<file path="src/rtl/fetch_unit.sv">
// Instruction-fetch stage: owns the PC, registers the memory's instruction word with PC+4
// into a one-entry valid/ready output register, and handles stall, redirect, halt and fault.
module fetch_unit #(
  parameter int unsigned MEM_BYTES = 36,
  parameter int unsigned PC_RESET  = 0
) (
  input  logic        clk,
  input  logic        Reset,
  output logic [31:0] PC,
  input  logic [31:0] Instruction_code,
  input  logic        stall,
  input  logic        redirect_valid,
  input  logic [31:0] redirect_target,
  output logic        out_valid,
  input  logic        out_ready,
  output logic [31:0] out_instr,
  output logic [31:0] out_pc4,
  output logic        halted,
  output logic        fault
);

  localparam logic [31:0] LastPc  = 32'(MEM_BYTES - 4);
  localparam logic [31:0] ResetPc = 32'(PC_RESET);

  typedef enum logic [1:0] {StBoot, StFetch, StHalt, StFault} state_e;

  state_e      state_q, state_d;
  logic [31:0] pc_q, pc_d;
  logic        valid_q, valid_d;
  logic [31:0] instr_q, instr_d;
  logic [31:0] pc4_q, pc4_d;

  logic transfer, fire, redir_en, target_legal;

  always_ff @(posedge clk) begin
    if (!Reset) begin
      state_q <= StBoot;
      pc_q    <= ResetPc;
      valid_q <= 1'b0;
      instr_q <= 32'h0;
      pc4_q   <= 32'h0;
    end else begin
      state_q <= state_d;
      pc_q    <= pc_d;
      valid_q <= valid_d;
      instr_q <= instr_d;
      pc4_q   <= pc4_d;
    end
  end

  always_comb begin
    state_d = state_q;
    pc_d    = pc_q;
    valid_d = valid_q;
    instr_d = instr_q;
    pc4_d   = pc4_q;

    transfer     = valid_q && out_ready;
    redir_en     = redirect_valid && ((state_q == StFetch) || (state_q == StHalt));
    target_legal = (redirect_target[1:0] == 2'b00) && (redirect_target <= LastPc);
    fire         = (state_q == StFetch) && !stall && !redirect_valid && (!valid_q || out_ready);

    if (state_q == StBoot) begin
      state_d = StFetch;
    end

    if (redir_en) begin
      // Redirect always flushes the held (wrong-path) instruction.
      valid_d = 1'b0;
      if (target_legal) begin
        pc_d    = redirect_target;
        state_d = StFetch;
      end else begin
        state_d = StFault;
      end
    end else if (fire) begin
      instr_d = Instruction_code;
      pc4_d   = pc_q + 32'd4;
      valid_d = 1'b1;
      if (pc_q == LastPc) begin
        state_d = StHalt;
      end else begin
        pc_d = pc_q + 32'd4;
      end
    end else if (transfer) begin
      valid_d = 1'b0;
    end
  end

  assign PC        = pc_q;
  assign out_valid = valid_q;
  assign out_instr = instr_q;
  assign out_pc4   = pc4_q;
  assign halted    = (state_q == StHalt);
  assign fault     = (state_q == StFault);

endmodule

</file>
<file path="config.mk">
export PLATFORM = sky130hd
export DESIGN_NAME = fetch_unit
export DESIGN_NICKNAME = d
export VERILOG_FILES = /design/src/rtl/fetch_unit.sv
export SDC_FILE = /design/constraint.sdc
export NUM_CORES = 1
export LEC_CHECK = 0
export CAP_MARGIN = 15
export CORE_ASPECT_RATIO = 1.2
export CORE_MARGIN = 2
export CORE_UTILIZATION = 40
export DETAILED_ROUTE_END_ITERATION = 10
export GPL_TIMING_DRIVEN = 0
export HOLD_SLACK_MARGIN = 0.02
export PLACE_DENSITY = 0.71
export SLEW_MARGIN = 20
export SYNTH_ARGS = -nofsm -noshare
export SYNTH_HDL_FRONTEND = slang
export SYNTH_SLANG_ARGS = --single-unit
</file>
<file path="constraint.sdc">
create_clock -name clk -period 5.2 [get_ports clk]
set_clock_uncertainty 0.05 [all_clocks]
set_input_delay 1.04 -clock clk [delete_from_list [all_inputs] [get_ports clk]]
set_output_delay 1.04 -clock clk [all_outputs]
set_load 0.01 [all_outputs]
</file>
=== Word-level counts from Yosys, hierarchy flattened ===
Cells that the tools add are included.

* Flip-flop bits (word level): 99
* Logic and storage cells: 44

* Add/sub/neg operators: 1
* Order comparisons: 1
* Eq/ne operators: 6
* Mux-type cells: 11
* Bitwise operators: 2
* Reduce and logical (&&, ||, !) cells: 18

{| class="wikitable"
|+ Operators by type and width
! cell !! count
|-
| $mux W32 || 4
|-
| $add A32 B3 Y32 const B || 1
|-
| $eq A32 B6 Y1 const B || 1
|-
| $le A32 B6 Y1 const B || 1
|-
| $mux W2 || 5
|-
| $logic_and A1 B1 Y1 || 6
|-
| $eq A2 B2 Y1 const B || 2
|-
| $logic_not A2 Y1 || 2
|-
| $reduce_bool A2 Y1 || 2
|-
| $logic_not A1 Y1 || 3
|-
| $reduce_and A3 Y1 || 1
|-
| $eq A2 B1 Y1 const B || 1
|-
| $logic_or A1 B1 Y1 || 2
|-
| $mux W1 || 2
|-
| $ne A2 B1 Y1 const B || 1
|-
| $ne A2 B2 Y1 const B || 1
|-
| $not A1 Y1 || 2
|-
| $reduce_and A2 Y1 || 1
|-
| $reduce_or A2 Y1 || 1
|}

=== Longest topological paths before layout ===
* Word-level depth: 6
* Gate-level depth with buffers: 9
* Depth with buffers taken out: 7

=== Worst setup path before layout ===
No wires, ideal clock.

* Path kind: input to register
* Start: input redirect_target[30]
* End: register pc_q[27] (netlist: PC[27])
* Setup time: 0.133 ns
* Arrival: 2.443 ns
* Required time: 5.017 ns
* Path slack: 2.574 ns
* Stages: 7
* Path buffers: 2
* Path through: nor4_1 nand4_1 or3_4 buf_2 clkbuf_1 a22oi_1 o32ai_2

* Longest elaborated chain between the ends: 4

{| class="wikitable"
|+ Ends and longest elaborated chain
! what !! line !! source
|-
| from (decl) || 13 || <nowiki>input logic [31:0] redirect_target,</nowiki>
|-
| $le A32 B6 Y1 || 60 || <nowiki>target_legal = (redirect_target[1:0] == 2'b00) && (redirect_target <= LastPc);</nowiki>
|-
| $logic_and A1 B1 Y1 || 60 ||
|-
| $ne A2 B1 Y1 (no line) || n/a ||
|-
| $reduce_and A3 Y1 (no line) || n/a ||
|-
| to (signal assigned) || 38 || <nowiki>pc_q <= ResetPc;</nowiki>
|-
| to (signal assigned) || 44 || <nowiki>pc_q <= pc_d;</nowiki>
|-
| to (decl) || 28 || <nowiki>logic [31:0] pc_q, pc_d;</nowiki>
|}

No other way between the ends.
A chain may end at the register's enable or synchronous reset.

=== Worst setup path after layout ===
* Start: input redirect_target[27]
* End: register pc_q[18] (netlist: PC[18])

Same word-level chain as after synthesis.

==> reports/metrics.cfg <==
[timing]
clock.fmax_mhz=275.0
tns_ps=0
hold_viol=0
finalCritPeriodShare_pct=69.92
slew_headroom_pct=41.48
fin_ws_ps=1564
rsz0062_at_grt=false
tightestPinTransition_ps=871.1
setup_viol=0
period_needed_ps=3636
slew_viol_final=0

[drt]
firstDrtPassIters=6
drcViolationCount=0
wl_per_cell_microns=17.70
drt-total-wl_mm=16.13
drt_iter0_drc=356
ant_nets=0
vias=5036
via_per_inst=5.528

[yosys]
syn_nets=648
ys_types=53
synth_top_cell_area_share_pct=42.24
ys.warnings.count=0
synth-edff-count=0
synth_area_leaders=dfxtp_1 (42%), nand2_1 (9.0%), a21oi_1 (6.3%)
synthCells=572
ys.flop_type=dfxtp_1
syn_avg_cell_area_sq_um=8.203
yosysSeqAreaShare_pct=42.24
async_flop_share_pct=0
ys_ff_latch=99
netlist_area_sq_mm=0.004692
yosys.area.top_type=dfxtp_1

[worst_setup_path]
crit_chain=clkdlybuf4s50_1, nor4_1, nand4_1, nor3_1, nor2_2, buf_2, o32ai_1
cp_max_fo=10
ff2ff_setup_slack_ps=2490
crit_family=simple AND/OR/NAND/NOR gates
cp_slowest_stage_delay_ps=750
crit_buf_inv=2
path_class=input pin to flip-flop
cp_slowest_cell=nor3_1
r2r-start=state_q[1]$_SDFF_PN0_
start_kind=input pin
cp.required_ps=5400
critPathCaptureType=flip-flop
arrival_ps=3840
startpoint=redirect_target[27]

[clock_network]
cts_tree=built
clockBufferDepth=2
post_cts_resized=0
clk_pin_slew_ps=70
hold_buffers=0
clock_sinks=99
postCtsSetupBuffers=0
cts_buffers=9
clockRootBuffer=clkbuf_16
cts_max_level=3
clock_latency_ps=350

[power]
pwr_density_cell_mw_per_mm2=246.2
irDropWorstVdd_mv=0.1373
cellLeakagePower_nw=2.295
power.total_mw=1.684

[global_routing]
antenna_found_initial=0
overflow=0
grt_max_degree=16
grt_first_pass_wirelength_mm=24.54
grt_pass1_vias=4736
groute.usage.overall_pct=25.37

[cells_and_area]
final_nets=826
drive_above_1_share_pct=6.233
diodes=0
utilization_pct=59.41
area_growth_pct=45.79

[die]
die_area_sq_mm=0.01262
floorplan.initialDensity_pct=40.75
rows=43
core_region_area_sq_mm=0.01151
die_w_microns=102.9
ios=168
die_h_microns=122.6

[placement]
gp_congestion=0.9297
port_buffers=167
hpwl_mm=11.97
place_ws_ps=1284

[worst_hold_path]
min-delay-path-class=flip-flop to flip-flop
hp-start=out_instr[8]$_SDFFE_PN0P_

[run]
drv_cap=0

[status]
outcome=complete, no violations

==> worst register-to-register path: stages, from the launching register on <==
cell	delay, ps
dfxtp_1	380
inv_1	90
ha_1	290
and2_1	180
nand4_1	120
nor3_1	690
nor2_2	240
buf_2	270
o32ai_1	290
==> synth_stat cells (2+ instances only) <==
library cell and instances:
and4_1 5, nand2b_1 3, nand4_2 2, o31a_1 3, nand4_1 12, o22ai_1 4, o31ai_1 6, a311oi_1 8
xnor2_1 15, nand2_1 112, buf_4 3, nor2_1 26, a41oi_1 2, o221a_2 2, xor2_1 10, a211oi_1 17
o21ai_0 23, a21oi_1 59, a22oi_1 8, clkbuf_1 30, inv_1 10, and3_1 11, buf_6 2, o32ai_1 4
a221o_1 5, o311a_1 2, and2_1 5, buf_2 11, nor4b_1 2, nor3_1 13, ha_1 7, dfxtp_1 99
nand3_1 17, nor4_1 12, o21a_1 4
==> cell usage in the layout, fill, tap and decap left out, types with 6 or more instances in the layout <==
master,instances
nor4_1,12
clkdlybuf4s50_1,167
nand3_1,17
a211oi_1,17
o21ai_0,23
ha_1,7
nor3_1,13
o31ai_1,6
inv_1,10
a22oi_1,8
nand4_1,12
xor2_1,10
a21oi_1,59
nor2_1,26
dfxtp_1,99
a311oi_1,8
and3_1,11
buf_2,11
xnor2_1,15
nand2_1,112
clkbuf_16,9
clkbuf_1,31
==> layer usage <==
layer	wire length (microns)	vias to the layer above	part of all wire, %	global-route usage [%]
li1	-	2408	-	-
met1	6445	2328	40	32.32
met2	7704	266	48	40.85
met3	1526	34	9.5	6.264
met4	452	0	2.8	10.53
met5	0	-	0	0
==> per-stage QoR <==
step	instances	hold slack, ps	cell area [sq um]
2_1_floorplan	572	430.5	4692
3_3_place_gp	896	391.9	6560
3_5_place_dp	896	395.3	6560
4_1_cts	911	404.7	6840
5_1_grt	911	424.7	6840
6_report	911	401.4	6840
==> final cells by class <==
cell class                 count  area, sq um
clock buffer                  12        256.5
tap                          157        196.4
sequential                    99         1982
multi-input combinational    415         2446
timing repair buffer         167         1672
buffer                        47        222.7
inverter                      11        41.29
clock inverter                 3        23.77
fill                        1089         4673
==> flip-flops by register name, indices dropped and copies added, names as in the netlist <==
register	count
PC	32
state_q	2
out_instr	32
out_pc4	32
out_valid	1
==> power by group <==
group          internal, mW  total (mW)  switching, mW
registers             0.782       0.798         0.0163
clock network         0.349       0.642          0.293
logic                 0.119       0.244          0.125
total                  1.25        1.68          0.434
==> path summary, 6_finish.rpt <==
check | end | depth (start not counted)
setup / recovery | PC[18]$_SDFFE_PN0P_ | 7
hold / removal | out_instr[8]$_SDFFE_PN0P_ | 2
setup reg to reg | PC[18]$_SDFFE_PN0P_ | 8
hold reg to reg | out_instr[8]$_SDFFE_PN0P_ | 2
==> cell families (layout without fill, tap and decap cells) <==
logic type | after synthesis | after routing | synth area share (%)
AOI/OAI and AO/OA | 151 | 151 | 20.99
xor gates and xnor gates | 25 | 25 | 4.667
adders and majority gates | 7 | 7 | 1.867
buffers and inverters | 58 | 240 | 5.627
DFF | 99 | 99 | 42.24
and+or+nand+nor | 232 | 232 | 24.61
No activity file was read; power rests on OpenSTA's default activity.
==> RTL change 1 (same settings) <==
`MEM_BYTES`: 36 -> 32.
--- a/src/rtl/fetch_unit.sv
+++ b/src/rtl/fetch_unit.sv
@@ -3,3 +3,3 @@
 module fetch_unit #(
-  parameter int unsigned MEM_BYTES = 36,
+  parameter int unsigned MEM_BYTES = 32,
   parameter int unsigned PC_RESET  = 0
Check against the original RTL: not equivalent (Yosys sat finds a counterexample within 4 cycles, from zero or initial values and one cycle with Reset low).
==> RTL change 1 against the original RTL <==
  * Cell area decreased by 0.97%
  * Critical path depth unchanged
  * Die area decreased by 2.0%
  * Synthesized cell count increased by 1.4%
  * Sequential cell count unchanged
  * Clock power increased by 12%
  * Routed wire length decreased by 2.6%
  * Total power increased by 4.2%
  * Via count increased by 0.18%
  * Worst setup slack improved by 0.081 ns
  * Sequential power about the same
  * Area after synthesis decreased by 2.1%
  * Sequential share of layout area increased by 0.28 points
  * Highest routed layer unchanged
==> RTL change 1: results (changes against the original RTL) <==
[run_status]
outcome=finished clean

[placed_design]
post-place-ws_ns=1.384  ; +0.09977 ns
globalplace.congestion=0.9458  ; +1.7%
place_area_um2=6459  ; -1.5%
place.detailed.instances=901  ; +0.56%
detailedPlacementHpwl_mm=11.82  ; -1.3%

[logic_synthesis]
synth-xor-area-share_pct=4.575  ; -0.092 points
synth_compound_gate_area_share_pct=20.94  ; -0.044 points
most_instantiated_cells_after_synthesis=123 x sky130_fd_sc_hd__nand2_1, 99 x sky130_fd_sc_hd__dfxtp_1, 68 x sky130_fd_sc_hd__a21oi_1
netlist-cell-type-count=52  ; -1.9%
syn-num-nets=655  ; +1.1%
netlist_instances=580  ; +1.4%
synth_area_in_adders_pct=1.634  ; -0.23 points
synth.mux.area_fraction_pct=0.2179  ; +0.22 points
seq_area_frac_synth_pct=43.14  ; +0.90 points
synth.top_cells.by_area=sky130_fd_sc_hd__dfxtp_1 43%, sky130_fd_sc_hd__nand2_1 10%, sky130_fd_sc_hd__a21oi_1 7.4%, sky130_fd_sc_hd__clkbuf_1 2.9%, sky130_fd_sc_hd__a311oi_1 2.5%

[layout]
fillers=1048  ; -3.8%
layout.cell_area.non_filler_um2=6774  ; -0.97%
insertedDiodeCount=0  ; unchanged
design.final.nets=833  ; +0.85%
post_route_cells_drive_above_1_share_pct=4.462  ; -1.8 points
final-instance-count-excl-fill=916  ; +0.55%

[setup_path]
critical_path.slowest_cell=sky130_fd_sc_hd__nor4_2
rrSetupSlack_ns=2.09  ; -0.40 ns
crit_path_end=PC[29]
crit_path_start=redirect_valid
worst-endpoint-arrival_ns=3.74  ; -0.10 ns
delay_contributed_by_the_slowest_stage_of_the_critical_path_ns=0.98  ; +0.23 ns

[grt]
global_route.usage.met3_pct=4.724  ; -1.5 points
grt_start_max_net_pins=17  ; +1
first_global_vias=4892  ; +3.3%
global_route.usage.total_pct=25.50  ; +0.13 points
met1_resource_use_gr_pct=32.16  ; -0.16 points
gr-usage-met2_pct=43.05  ; +2.2 points

[route]
wl_met1_mm=6.545  ; +1.6%
initialDrtViolationCount=298  ; -16%
wl_met3_mm=1.054  ; -31%
first_pass_iters=5  ; -1
routed_via_density=5.508  ; -0.37%

[sta]
finalWorstPathRequiredPeriod_ns=3.555  ; -0.08087 ns
max_slew.worst_pin.slew_ns=1.121  ; +0.2504 ns
hold_viol_final=0  ; unchanged

[power_and_ir_drop]
cellLeakagePower_nw=2.288  ; -0.29%
vdd_drop_max_mv=0.1406  ; +2.4%

[hold_path]
hp-start=out_instr[13]

==> RTL change 1: changes by cell type in the layout (fill, tap and decap cells not counted), moves of 4 or more <==
cell	delta
sky130_fd_sc_hd__nand2_1	+11
sky130_fd_sc_hd__clkbuf_1	+4
sky130_fd_sc_hd__buf_1	+8
sky130_fd_sc_hd__nor3_1	-5
sky130_fd_sc_hd__nor4_1	+4
sky130_fd_sc_hd__inv_1	-6
sky130_fd_sc_hd__a211oi_1	-8
sky130_fd_sc_hd__a311oi_1	+5
sky130_fd_sc_hd__a21oi_1	+9
sky130_fd_sc_hd__a31oi_1	+4
==> RTL change 1: layout make-up <==
class	count	area share [%]
multi-input combinational	422	35.06
tap	154	2.844
buffer	54	3.232
sequential	99	29.26
clock buffer	9	3.325
inverter	5	0.2771
clock inverter	6	1.330
timing repair buffer	167	24.68
==> RTL change 1: worst min path at each step <==
| stage | endpoint | depth (start not counted) | slack (ns) |
|---|---|---|---|
| 3_3_place_gp | out_instr[26] | 2 | 0.39 |
| 4_1_cts | out_instr[31] | 2 | 0.41 |
| 2_1_floorplan | out_pc4[11] | 2 | 0.43 |
| 5_1_grt | out_instr[13] | 2 | 0.42 |
| 6_report | out_instr[13] | 2 | 0.40 |
| 3_5_place_dp | out_instr[10] | 2 | 0.40 |
==> RTL change 1: cells by family after synthesis <==
family                   Yosys count
AO/OA/AOI/OAI                    152
adder cells (fa/ha/maj)            6
AND/OR/NAND/NOR                  239
flip-flops                        99
buffers and inverters             59
XOR/XNOR                          24
multiplexers                       1
==> RTL change 1: power by group through the flow <==
stage               Combinational, mW  Clock (mW)  Sequential (mW)
floorplan                      0.0898           0            0.822
global placement                0.232           0            0.813
detailed placement              0.236           0            0.814
CTS                             0.237       0.725            0.796
global route                    0.258       0.756            0.799
finish                          0.237       0.722            0.796
==> RTL change 2 (same settings) <==
Made on the original files. Register the output `fault`, without a reset; this adds one clock of latency there. The other outputs are not delayed to match.
--- a/src/rtl/fetch_unit.sv
+++ b/src/rtl/fetch_unit.sv
@@ -94,3 +94,5 @@
   assign halted    = (state_q == StHalt);
-  assign fault     = (state_q == StFault);
+  always_ff @(posedge clk) begin
+    fault <= (state_q == StFault);
+  end
 
Behaviour: not the same (a bounded check fails within 4 cycles, from zero or initial values and one cycle with Reset low).
==> RTL change 2 against the original RTL <==
  * Die area shrank 0.13%
  * Sequential power grew 0.9%
  * Sequential cell count grew 1
  * First-iteration DRC count grew 1.4%
  * Core utilization grew 0.054 points
  * Register-to-register slack lost 0.50 ns
  * Total power grew 1.6%
  * Final cell count grew 1.5%
  * Routed wire length grew 0.20%
  * Area after synthesis shrank 0.13%
  * Cell area is essentially flat
  * Largest power group unchanged
  * Worst setup slack lost 0.0025 ns
  * Largest cell class unchanged
  * Worst hold slack gained 0.0010 ns
==> RTL change 2: results (changes against the original RTL) <==
[logic_synthesis]
ys.flop_type=sky130_fd_sc_hd__dfxtp_1
seq_area_frac_synth_pct=42.72  ; +0.48 points
netlist-cell-type-count=48  ; -9.4%
syn-num-nets=662  ; +2.2%
postSynth.asyncResetShare_pct=0  ; unchanged
synth.top_cells.by_area=sky130_fd_sc_hd__dfxtp_1 43%, sky130_fd_sc_hd__nand2_1 8.7%, sky130_fd_sc_hd__a21oi_1 6.6%, sky130_fd_sc_hd__clkbuf_1 3.4%, sky130_fd_sc_hd__xnor2_1 3.4%
most_instantiated_cells_after_synthesis=109 x sky130_fd_sc_hd__nand2_1, 100 x sky130_fd_sc_hd__dfxtp_1, 62 x sky130_fd_sc_hd__a21oi_1
synth-warning-count=0  ; unchanged

[clock_network]
worst_skew_pair.late_latency_ns=0.35  ; about the same
clkTransAtPathRegs_ns=0.06
cts.hold.buffers_added=0  ; unchanged
numCtsBuffers=9  ; unchanged
postCtsSetupBuffers=0  ; unchanged
clockBufferDepth=2  ; unchanged
ctsRootBufferMaster=sky130_fd_sc_hd__clkbuf_16
maximum_level_of_the_cts_h_tree=3  ; unchanged
cts.repair.resized=0  ; unchanged

[run_status]
outcome=finished clean

[power_and_ir_drop]
cellLeakagePower_nw=2.239  ; -2.5%
netSwitchingFraction_pct=25.12  ; -0.65 points
vdd_drop_max_mv=0.1369  ; -0.24%

[hold_path]
min_to=out_instr[5]
whs_path_depth=2  ; unchanged
hp-start=out_instr[5]
hold_path_class=reg -> reg

[grt]
grt_start_max_net_pins=17  ; +1
global_route.usage.total_pct=25.34  ; -0.029 points
first_global_vias=4735  ; -0.021%
number_of_antenna_violations_at_the_first_check_in_global_routing=0  ; unchanged
grt_first_pass_wirelength_mm=24.62  ; +0.31%

[route]
first_pass_iters=5  ; -1
wire_per_inst_um=17.47  ; -1.3%
initialDrtViolationCount=361  ; +1.4%
routed_via_density=5.485  ; -0.77%

[placed_design]
io_buffer_count=167  ; unchanged
globalplace.congestion=0.9509  ; +2.3%
post-place-ws_ns=1.271  ; -0.01289 ns
detailedPlacementHpwl_mm=12.09  ; +0.97%
place_area_um2=6554  ; about the same

[layout]
design.final.nets=840  ; +1.7%
insertedDiodeCount=0  ; unchanged
post_route_cells_drive_above_1_share_pct=4.297  ; -1.9 points
fillers=1095  ; +0.55%

[setup_path]
worst-endpoint-arrival_ns=3.81  ; -0.03 ns
reg_to_reg_endpoint=PC[24]
crit_fanout=10  ; unchanged
r2r_cells=10  ; +2
rrSetupSlack_ns=1.99  ; -0.50 ns
startpoint_of_the_lowest_slack_register_to_register_path=state_q[1]

[sta]
slew_headroom_pct=40.81  ; -0.67 points
finalWorstPathRequiredPeriod_ns=3.638  ; +0.002450 ns

## RTL change 2: layout make-up
class	instances	share of cell area (%)
Inverter	11	0.6031
Clock inverter	5	0.9320
Multi-Input combinational cell	423	35.47
Timing Repair Buffer	167	24.42
Tap cell	157	2.869
Sequential cell	100	29.24
Clock buffer	10	3.344
Buffer	52	3.125
## RTL change 2: power by group through the flow
stage	combinational [mW]	sequential [mW]	clock (mW)
floorplan	0.0889	0.831	0
CTS	0.240	0.805	0.671
global placement	0.237	0.822	0
detailed placement	0.239	0.823	0
finish	0.242	0.805	0.664
global route	0.260	0.808	0.703
## RTL change 2: routing by layer
layer,track usage [%],up-vias,wire (um)
li1,-,2452,-
met1,33.12,2338,6810
met2,42.61,257,7775
met3,3.872,27,1276
met4,8.388,0,298
met5,0,-,0
## RTL change 2: kinds of logic after synthesis
kind of cell	count (synthesis)	synth area share [%]
and+or+nand+nor	239	24.35
buffers and inverters	63	5.447
xor gates and xnor gates	26	4.860
AOI/OAI and AO/OA	151	20.75
DFF	100	42.72
adders and majority gates	7	1.869
## RTL change 2: stage by stage
step | hold WS (ns) | cells | util [%]
after global routing | 0.4199 | 925 | 59.47
after global placement | 0.3911 | 910 | 56.92
final | 0.4024 | 925 | 59.47
after detailed placement | 0.3972 | 910 | 56.92
after floorplan | 0.4305 | 586 | -
after CTS | 0.4055 | 925 | 59.47
## RTL change 2: how the worst max path moves through the flow
stage	start	end	depth (start not counted)
floorplan	redirect_valid	PC[10]	9
global route	redirect_valid	PC[9]	10
global placement	redirect_valid	PC[10]	10
finish	redirect_valid	PC[15]	10
detailed placement	redirect_valid	PC[15]	10
CTS	redirect_valid	PC[15]	10
## RTL change 2: worst max-delay path, stage by stage
cell	delay [ns]
sky130_fd_sc_hd__clkdlybuf4s50_1	0.54
sky130_fd_sc_hd__and2_1	0.14
sky130_fd_sc_hd__clkbuf_1	0.44
sky130_fd_sc_hd__nand4_1	0.18
sky130_fd_sc_hd__or3_1	0.34
sky130_fd_sc_hd__clkbuf_1	0.18
sky130_fd_sc_hd__clkbuf_1	0.29
sky130_fd_sc_hd__clkbuf_1	0.33
sky130_fd_sc_hd__a22oi_1	0.23
sky130_fd_sc_hd__o22ai_1	0.10
